--- src/rtl/dlx_decode.sv ---
// dlx_decode: DLX instruction decode stage with a ready/valid handshake
// and an optional one-cycle load-use interlock.
module dlx_decode #(
    parameter bit LOAD_INTERLOCK = 1'b1
) (
    input  logic        clk,
    input  logic        reset_n,
    input  logic        if_valid,
    input  logic [31:0] if_instr,
    input  logic [31:0] if_pc,
    output logic        if_ready,
    input  logic        flush,
    input  logic        ex_ready,
    output logic [4:0]  Rs1,
    output logic [4:0]  Rs2,
    output logic        id_valid,
    output logic [4:0]  id_rd,
    output logic        id_wb,
    output logic        id_load,
    output logic        id_store,
    output logic        id_jump,
    output logic [5:0]  id_opcode,
    output logic [5:0]  id_func,
    output logic [31:0] id_imm,
    output logic [31:0] id_pc
);
    localparam logic [1:0] EMPTY  = 2'd0;
    localparam logic [1:0] FULL   = 2'd1;
    localparam logic [1:0] BUBBLE = 2'd2;

    typedef struct packed {
        logic [4:0]  rs1;
        logic [4:0]  rs2;
        logic [4:0]  rd;
        logic        wb;
        logic        load;
        logic        store;
        logic        jump;
        logic [5:0]  opcode;
        logic [5:0]  func;
        logic [31:0] imm;
    } dec_t;

    function automatic dec_t decode(input logic [31:0] ins);
        dec_t d;
        logic [5:0] op;
        logic r, j, jal, branch, logi, alu_i, wr;
        logic [4:0] dest;
        op     = ins[31:26];
        r      = op == 6'h00;
        j      = op == 6'h02 || op == 6'h03;
        jal    = op == 6'h03;
        branch = op == 6'h04 || op == 6'h05;
        logi   = op inside {6'h0C, 6'h0D, 6'h0E};
        d.opcode = op;
        d.load   = op inside {6'h20, 6'h21, 6'h23, 6'h24, 6'h25};
        d.store  = op inside {6'h28, 6'h29, 6'h2B};
        d.jump   = op inside {6'h02, 6'h03, 6'h12, 6'h13};
        alu_i    = !r && !d.load && !d.store && !branch && !d.jump;
        dest     = r ? ins[15:11] : jal ? 5'd31 : ins[20:16];
        wr       = r || d.load || alu_i || jal;
        d.wb     = wr && dest != 5'd0;
        d.rd     = d.wb ? dest : 5'd0;
        d.rs1    = j ? 5'd0 : ins[25:21];
        d.rs2    = (r || d.store) ? ins[20:16] : 5'd0;
        d.func   = r ? ins[5:0] : 6'd0;
        d.imm    = r ? 32'd0 :
                   j ? {{6{ins[25]}}, ins[25:0]} :
                   logi ? {16'd0, ins[15:0]} : {{16{ins[15]}}, ins[15:0]};
        return d;
    endfunction

    logic [1:0]  state_q, state_d;
    dec_t        id_q, id_d;
    logic [31:0] id_pc_q, id_pc_d;
    logic [31:0] pend_q, pend_d;
    logic [31:0] pend_pc_q, pend_pc_d;
    dec_t        dec_in, dec_pend;
    logic        full, bubble, accept, take, hazard, load_id;

    always_comb begin
        dec_in   = decode(if_instr);
        dec_pend = decode(pend_q);
        full     = state_q == FULL;
        bubble   = state_q == BUBBLE;
        accept   = state_q == EMPTY || (full && ex_ready);
        take     = accept && if_valid && !flush;
        // id_rd is nonzero only for a real write, so a zero source never matches
        hazard   = LOAD_INTERLOCK && full && id_q.load && id_q.rd != 5'd0 &&
                   (dec_in.rs1 == id_q.rd || dec_in.rs2 == id_q.rd);
        load_id  = !flush && (bubble || (take && !hazard));
        state_d  = flush ? EMPTY : bubble ? FULL :
                   take ? (hazard ? BUBBLE : FULL) : accept ? EMPTY : state_q;
        id_d     = load_id ? (bubble ? dec_pend : dec_in) : id_q;
        id_pc_d  = load_id ? (bubble ? pend_pc_q : if_pc) : id_pc_q;
        pend_d   = flush ? 32'd0 : take ? if_instr : pend_q;
        pend_pc_d = flush ? 32'd0 : take ? if_pc : pend_pc_q;
    end

    always_ff @(posedge clk) begin
        if (!reset_n) begin
            state_q   <= EMPTY;
            id_q      <= '0;
            id_pc_q   <= '0;
            pend_q    <= '0;
            pend_pc_q <= '0;
        end else begin
            state_q   <= state_d;
            id_q      <= id_d;
            id_pc_q   <= id_pc_d;
            pend_q    <= pend_d;
            pend_pc_q <= pend_pc_d;
        end
    end

    assign if_ready  = flush || accept;
    assign Rs1       = if_ready ? dec_in.rs1 : dec_pend.rs1;
    assign Rs2       = if_ready ? dec_in.rs2 : dec_pend.rs2;
    assign id_valid  = full;
    assign id_rd     = id_q.rd;
    assign id_wb     = id_q.wb;
    assign id_load   = id_q.load;
    assign id_store  = id_q.store;
    assign id_jump   = id_q.jump;
    assign id_opcode = id_q.opcode;
    assign id_func   = id_q.func;
    assign id_imm    = id_q.imm;
    assign id_pc     = id_pc_q;
endmodule

--- config.mk ---
export PLATFORM = sky130hd
export DESIGN_NAME = dlx_decode
export DESIGN_NICKNAME = d
export VERILOG_FILES = /design/src/rtl/dlx_decode.sv
export SDC_FILE = /design/constraint.sdc
export NUM_CORES = 1
export LEC_CHECK = 0
export ABC_AREA = 1
export CORE_MARGIN = 10
export CORE_UTILIZATION = 46
export CTS_CLUSTER_DIAMETER = 150
export DETAILED_ROUTE_END_ITERATION = 8
export MAX_ROUTING_LAYER = met4
export PLACE_DENSITY = 0.88
export SYNTH_ARGS = -nofsm -noshare
export SYNTH_HDL_FRONTEND = slang
export SYNTH_SLANG_ARGS = --single-unit
--- constraint.sdc ---
create_clock -name clk -period 2 [get_ports clk]
set_clock_uncertainty 0.1 [all_clocks]
set_input_delay 0.4 -clock clk [delete_from_list [all_inputs] [get_ports clk]]
set_output_delay 0.4 -clock clk [all_outputs]
set_load 0.02 [all_outputs]
=== Yosys cells after proc, flatten, opt, wreduce, memory -nomap -nowiden ===
Cells that the tools add are included.

* Flip-flop bits (word level): 151
* Input port bits: 69
* Output and inout port bits: 97
* Logic and storage cells: 142

* Eq/ne operators: 38
* Reductions and logical operators: 64
* Multiplexer cells: 26
* Bitwise logic cells: 1

{| class="wikitable"
|+ Operator list
! operator !! number
|-
| 2-to-1 mux 32 bit || 7
|-
| equality test 6 bit (second input constant) || 16
|-
| 2-to-1 mux 5 bit || 12
|-
| 2-to-1 mux 53 bit || 1
|-
| equality test 6 x 4 -> 1 bit (second input constant) || 6
|-
| nonzero test 5 bit || 5
|-
| equality test 6 x 2 -> 1 bit (second input constant) || 4
|-
| equality test 6 x 3 -> 1 bit (second input constant) || 4
|-
| equality test 6 x 5 -> 1 bit (second input constant) || 4
|-
| logical AND 1 bit || 18
|-
| logical OR 1 bit || 16
|-
| nonzero test 3 bit || 5
|-
| zero test 1 bit || 12
|-
| zero test 6 bit || 2
|-
| 2-to-1 mux 6 bit || 2
|-
| equality test 5 bit || 2
|-
| nonzero test 4 bit || 2
|-
| 2-to-1 mux 2 bit || 3
|-
| OR reduction 3 bit || 1
|-
| equality test 2 x 1 -> 1 bit (second input constant) || 1
|-
| equality test 2 bit (second input constant) || 1
|-
| zero test 2 bit || 1
|-
| nonzero test 2 bit || 1
|-
| OR reduction 2 bit || 1
|-
| 2 further kinds || 2
|}

=== Depth between registers and ports, before layout ===
* Depth in word-level cells: 12
* Gate-level depth with buffers: 18
* Gate-level depth less buffers: 16

=== Worst setup path before layout ===
OpenSTA, ideal clock, no wires.

* Kind: input to register
* From: in if_instr[27]
* To: reg id_q (netlist bit id_func[0])
* Arrival time: 1,871 ps
* Cell stages on the path: 17
* Setup slack: -86 ps
* Required time: 1,785 ps
* Cells stage by stage: buf_2 nor2_2 nand3_2 nand2_4 nand2_1 nand2_1 nand2_1 nor2_1 nand3_1 nand2_1 nand2_1 nand2_2 buf_8 buf_6 nand3_1 nand2_1 nor2_1

* Cells in the longest elaborated chain, start to end: 11

{| class="wikitable"
|+ RTL lines
! element !! RTL line !! source
|-
| from (decl) || 9 || <nowiki>input logic [31:0] if_instr,</nowiki>
|-
| equality test 6 bit || 57 || <nowiki>d.store = op inside {6'h28, 6'h29, 6'h2B};</nowiki>
|-
| nonzero test 3 bit || 57 ||
|-
| logical OR 1 bit || 65 || <nowiki>d.rs2 = (r || d.store) ? ins[20:16] : 5'd0;</nowiki>
|-
| 2-to-1 mux 5 bit || 65 ||
|-
| equality test 5 bit || 90 || <nowiki>(dec_in.rs1 == id_q.rd || dec_in.rs2 == id_q.rd);</nowiki>
|-
| logical OR 1 bit || 90 ||
|-
| logical AND 1 bit || 89 || <nowiki>hazard = LOAD_INTERLOCK && full && id_q.load && id_q.rd != 5'd0 &&</nowiki>
|-
| zero test 1 bit || 91 || <nowiki>load_id = !flush && (bubble || (take && !hazard));</nowiki>
|-
| logical AND 1 bit || 91 ||
|-
| logical OR 1 bit || 91 ||
|-
| logical AND 1 bit || 91 ||
|-
| to (signal assigned) || 109 || <nowiki>id_q <= id_d;</nowiki>
|-
| to (decl) || 74 || <nowiki>dec_t id_q, id_d;</nowiki>
|}

Parallel ways exist; a longest one is shown, timed or not.
A chain may end at the register's enable or synchronous reset.

=== Worst setup path in the final report ===
* From: reg state_q[0]
* To: out Rs2[2]

* Cells in the longest elaborated chain, start to end: 5

{| class="wikitable"
|+ RTL lines
! element !! RTL line !! source
|-
| from (decl) || 73 || <nowiki>logic [1:0] state_q, state_d;</nowiki>
|-
| from (signal assigned) || 108 || <nowiki>state_q <= state_d;</nowiki>
|-
| equality test 2 x 1 -> 1 bit || 84 || <nowiki>full = state_q == FULL;</nowiki>
|-
| logical AND 1 bit || 86 || <nowiki>accept = state_q == EMPTY || (full && ex_ready);</nowiki>
|-
| logical OR 1 bit * || 86 ||
|-
| logical OR 1 bit * || 116 || <nowiki>assign if_ready = flush || accept;</nowiki>
|-
| 2-to-1 mux 5 bit * || 118 || <nowiki>assign Rs2 = if_ready ? dec_in.rs2 : dec_pend.rs2;</nowiki>
|-
| to (decl) || 15 || <nowiki>output logic [4:0] Rs2,</nowiki>
|}

Every way passes the cells marked *; elsewhere a longest branch is shown, timed or not.

==> reports/results.tsv <==
metric	value	unit
status	finished with violations	
violations	negative setup slack	
worstPathArrival	1.71	ns
grt_pass1_wl	43900	µm
wire_per_inst	18.9	µm
layout.cells.non_filler	1621	
power_frac_comb	0.219	
yosysUniqueCellTypes	30	
ir_worst_vdd	0.639	mV
grtUsageTotal	0.252	
internal-power	5.85	mW
cts.reportedPaths.clkPinSlew	0.06	ns
pwr-share-clk	0.403	
worstReg2RegEnd	id_pc[12]	
worstMarginPinSlew	0.593	ns
core-area	0.0159	mm²
antenna_found_initial	1	
cts_sinks	145	
rsz0062_at_grt	yes	
p_seq_frac	0.378	
synth_area_per_cell	6.47	µm²
drc	0	
fmax	0.453	GHz
crit_type	reg2out	
netlist_area	0.00752	mm²
vias	9147	
leakagePower	5.29	nW
root_buffer	clkbuf_16	
drv_slew	0	
final.setup.tns	-15.71	ns
synth_warnings	0	
drive_gt1_frac	0.239	
critPathLaunchType	register	
r2r_start	state_q[0]	
netSwitchingPower	2.45	mW
dpl_cell_area	0.00991	mm²
hp-class	in2reg	
grt_max_degree	53	
layout.nets	1460	
die_h	148	µm
clock_path_buffers	2	
p_per_area	702	mW/mm²
dp_hpwl	18000	µm
synth_cells	1162	
overflow	0	
insertion_delay	0.43	ns
ys_ff_latch	145	
min-delay-start	if_instr[30]	
final_hold_viol_count	0	
cp-startpoint	state_q[0]	
dp_cells	1550	
whs	0.245	ns
required	1.50	ns
drv_cap	0	
finalSetupViolations	148	
r2r.worst_path.cells	15	
fillCellCount	1119	
drtIter0Drc	1122	
first_global_vias	8306	
drt_pre_antenna_iters	8	
power	8.29	mW
period_minus_slack	2.21	ns
htreeDepth	4	
cts_tree	built	
post-place-ws	-0.929	ns
syn2layout_area_growth	57.2	%
crit_fanout	5	
fp.dieW	148	µm
num_io_pins	166	
final_area	0.0118	mm²
core.rowCount	46	
layout_setup_ws	-0.207	ns
start_util	0.472	
die-area	0.0219	mm²
sw_frac_of_total	0.295	
numCtsBuffers	17	
io_buffers	165	
drt-vias-per-instance	5.64	
routabilityCongestion	0.894	
ant_nets	0	
r2r_slack	-0.21	ns
crit_path_end	Rs2[2]	
ys_seq_area_frac	0.386	
wirelength	30600	µm
relSlewSlack	0.605	
utilization	0.741	
syn-num-nets	1231	
period_share	1.10	
cp-end-kind	output pin	
[flip-flops by register name, summed over array words and instances (netlist names)]
name,cells
pend_q,32
id_imm,26
id_rd,5
id_func,6
id_store,1
id_opcode,6
pend_pc_q,32
id_load,1
state_q,2
id_jump,1
id_pc,32
id_wb,1
[logic make-up after synthesis]
group / Yosys count / share of synthesized area
xor+xnor: 4 / 0.00466
buf+inv: 243 / 0.138
compound gates: 271 / 0.195
simple gates: 499 / 0.277
flops: 145 / 0.386
[how the worst min path moves through the flow]
stage | end | slack (ns) | cells past startpoint
floorplan | pend_q[10] | 0.32 | 2
global placement | pend_pc_q[28] | 0.33 | 2
detailed placement | pend_pc_q[23] | 0.34 | 2
CTS | pend_pc_q[23] | 0.35 | 2
global route | pend_q[30] | 0.25 | 3
finish | pend_q[30] | 0.24 | 3
[placed cells by master, fill, tap and decap left out, types with 7 or more instances in the layout]
cell type,synthesis,final
a211oi_1,24,20
a21oi_1,123,79
a21oi_2,0,37
a21oi_4,0,7
buf_12,0,21
buf_16,0,7
buf_4,7,86
buf_6,11,22
clkbuf_16,0,24
clkdlybuf4s50_1,0,133
dfxtp_1,145,138
dlygate4sd2_1,0,11
inv_1,152,144
inv_2,3,9
nand2_1,216,198
nand2_2,2,14
nand3_1,119,88
nand3_2,1,28
nor2_1,147,135
nor2_2,2,9
o21ai_0,93,63
o21ai_1,0,17
o21ai_2,0,12
o22ai_1,27,25
[area by class of cell]
class                           count  area (µm²)  area share
Clock buffer                       17         425      0.0360
Timing Repair Buffer              297        3180       0.269
Inverter                          155         588      0.0498
Antenna cell                        1        2.50    0.000212
Clock inverter                     15         183      0.0155
Sequential cell                   145        2920       0.247
Multi-Input combinational cell    775        4250       0.360
Tap cell                          216         270      0.0229
[cells in the mapped netlist]
library cell  number  share of area
nand2_1          216           0.11
inv_1            152          0.076
nor2_1           147          0.073
dfxtp_1          145           0.39
a21oi_1          123          0.082
nand3_1          119          0.079
o21ai_0           93          0.062
clkbuf_1          52          0.026
o22ai_1           27          0.022
a211oi_1          24          0.024
buf_1             12         0.0060
buf_6             11          0.016
buf_4              7         0.0070
buf_2              5         0.0033
nand4_1            4         0.0033
xor2_1             4         0.0047
inv_2              3         0.0015
a22oi_1            2         0.0020
nand2_2            2         0.0017
nand3b_1           2         0.0020
nor2_2             2         0.0017
nor4_1             2         0.0017
buf_8              1         0.0020
nand2_4            1         0.0015
nand3_2            1         0.0013
nor2_4             1         0.0015
nor3_1             1        0.00067
o311ai_0           1         0.0012
o41ai_1            1         0.0012
or2_2              1        0.00083
[power groups by stage]
| stage | sequential, mW | clock [mW] | combinational [mW] |
|---|---|---|---|
| finish | 3.14 | 3.34 | 1.81 |
| global route | 3.15 | 3.48 | 1.94 |
| CTS | 3.13 | 3.34 | 1.61 |
| detailed placement | 3.19 | 0 | 1.48 |
| global placement | 3.18 | 0 | 1.46 |
| floorplan | 3.31 | 0 | 0.657 |
[layer usage]
layer / track usage / vias to the layer above / part of all wire
li1: - / 4233 / -
met1: 0.297 / 4243 / 0.40
met2: 0.407 / 535 / 0.48
met3: 0.0611 / 136 / 0.084
met4: 0.0991 / 0 / 0.045
met5: - / - / 0
[repair_timing]
action,4_1_cts,5_1_grt
setup endpoints to repair,103,157
hold buffers,0,0
gates resized for setup,169,161
buffers inserted,14,8
pin swaps,11,34
gates cloned,9,9
[critical path, cell delays in order, from the launching register on]
cell and delay, ns:
dfxtp_2 0.34, inv_2 0.04, o21ai_2 0.11, inv_2 0.07, nor2_4 0.14, buf_12 0.15, buf_16 0.11, nand3_2 0.07
o21ai_1 0.09, buf_4 0.16
Note: power is estimated with default switching activity, not from simulation.
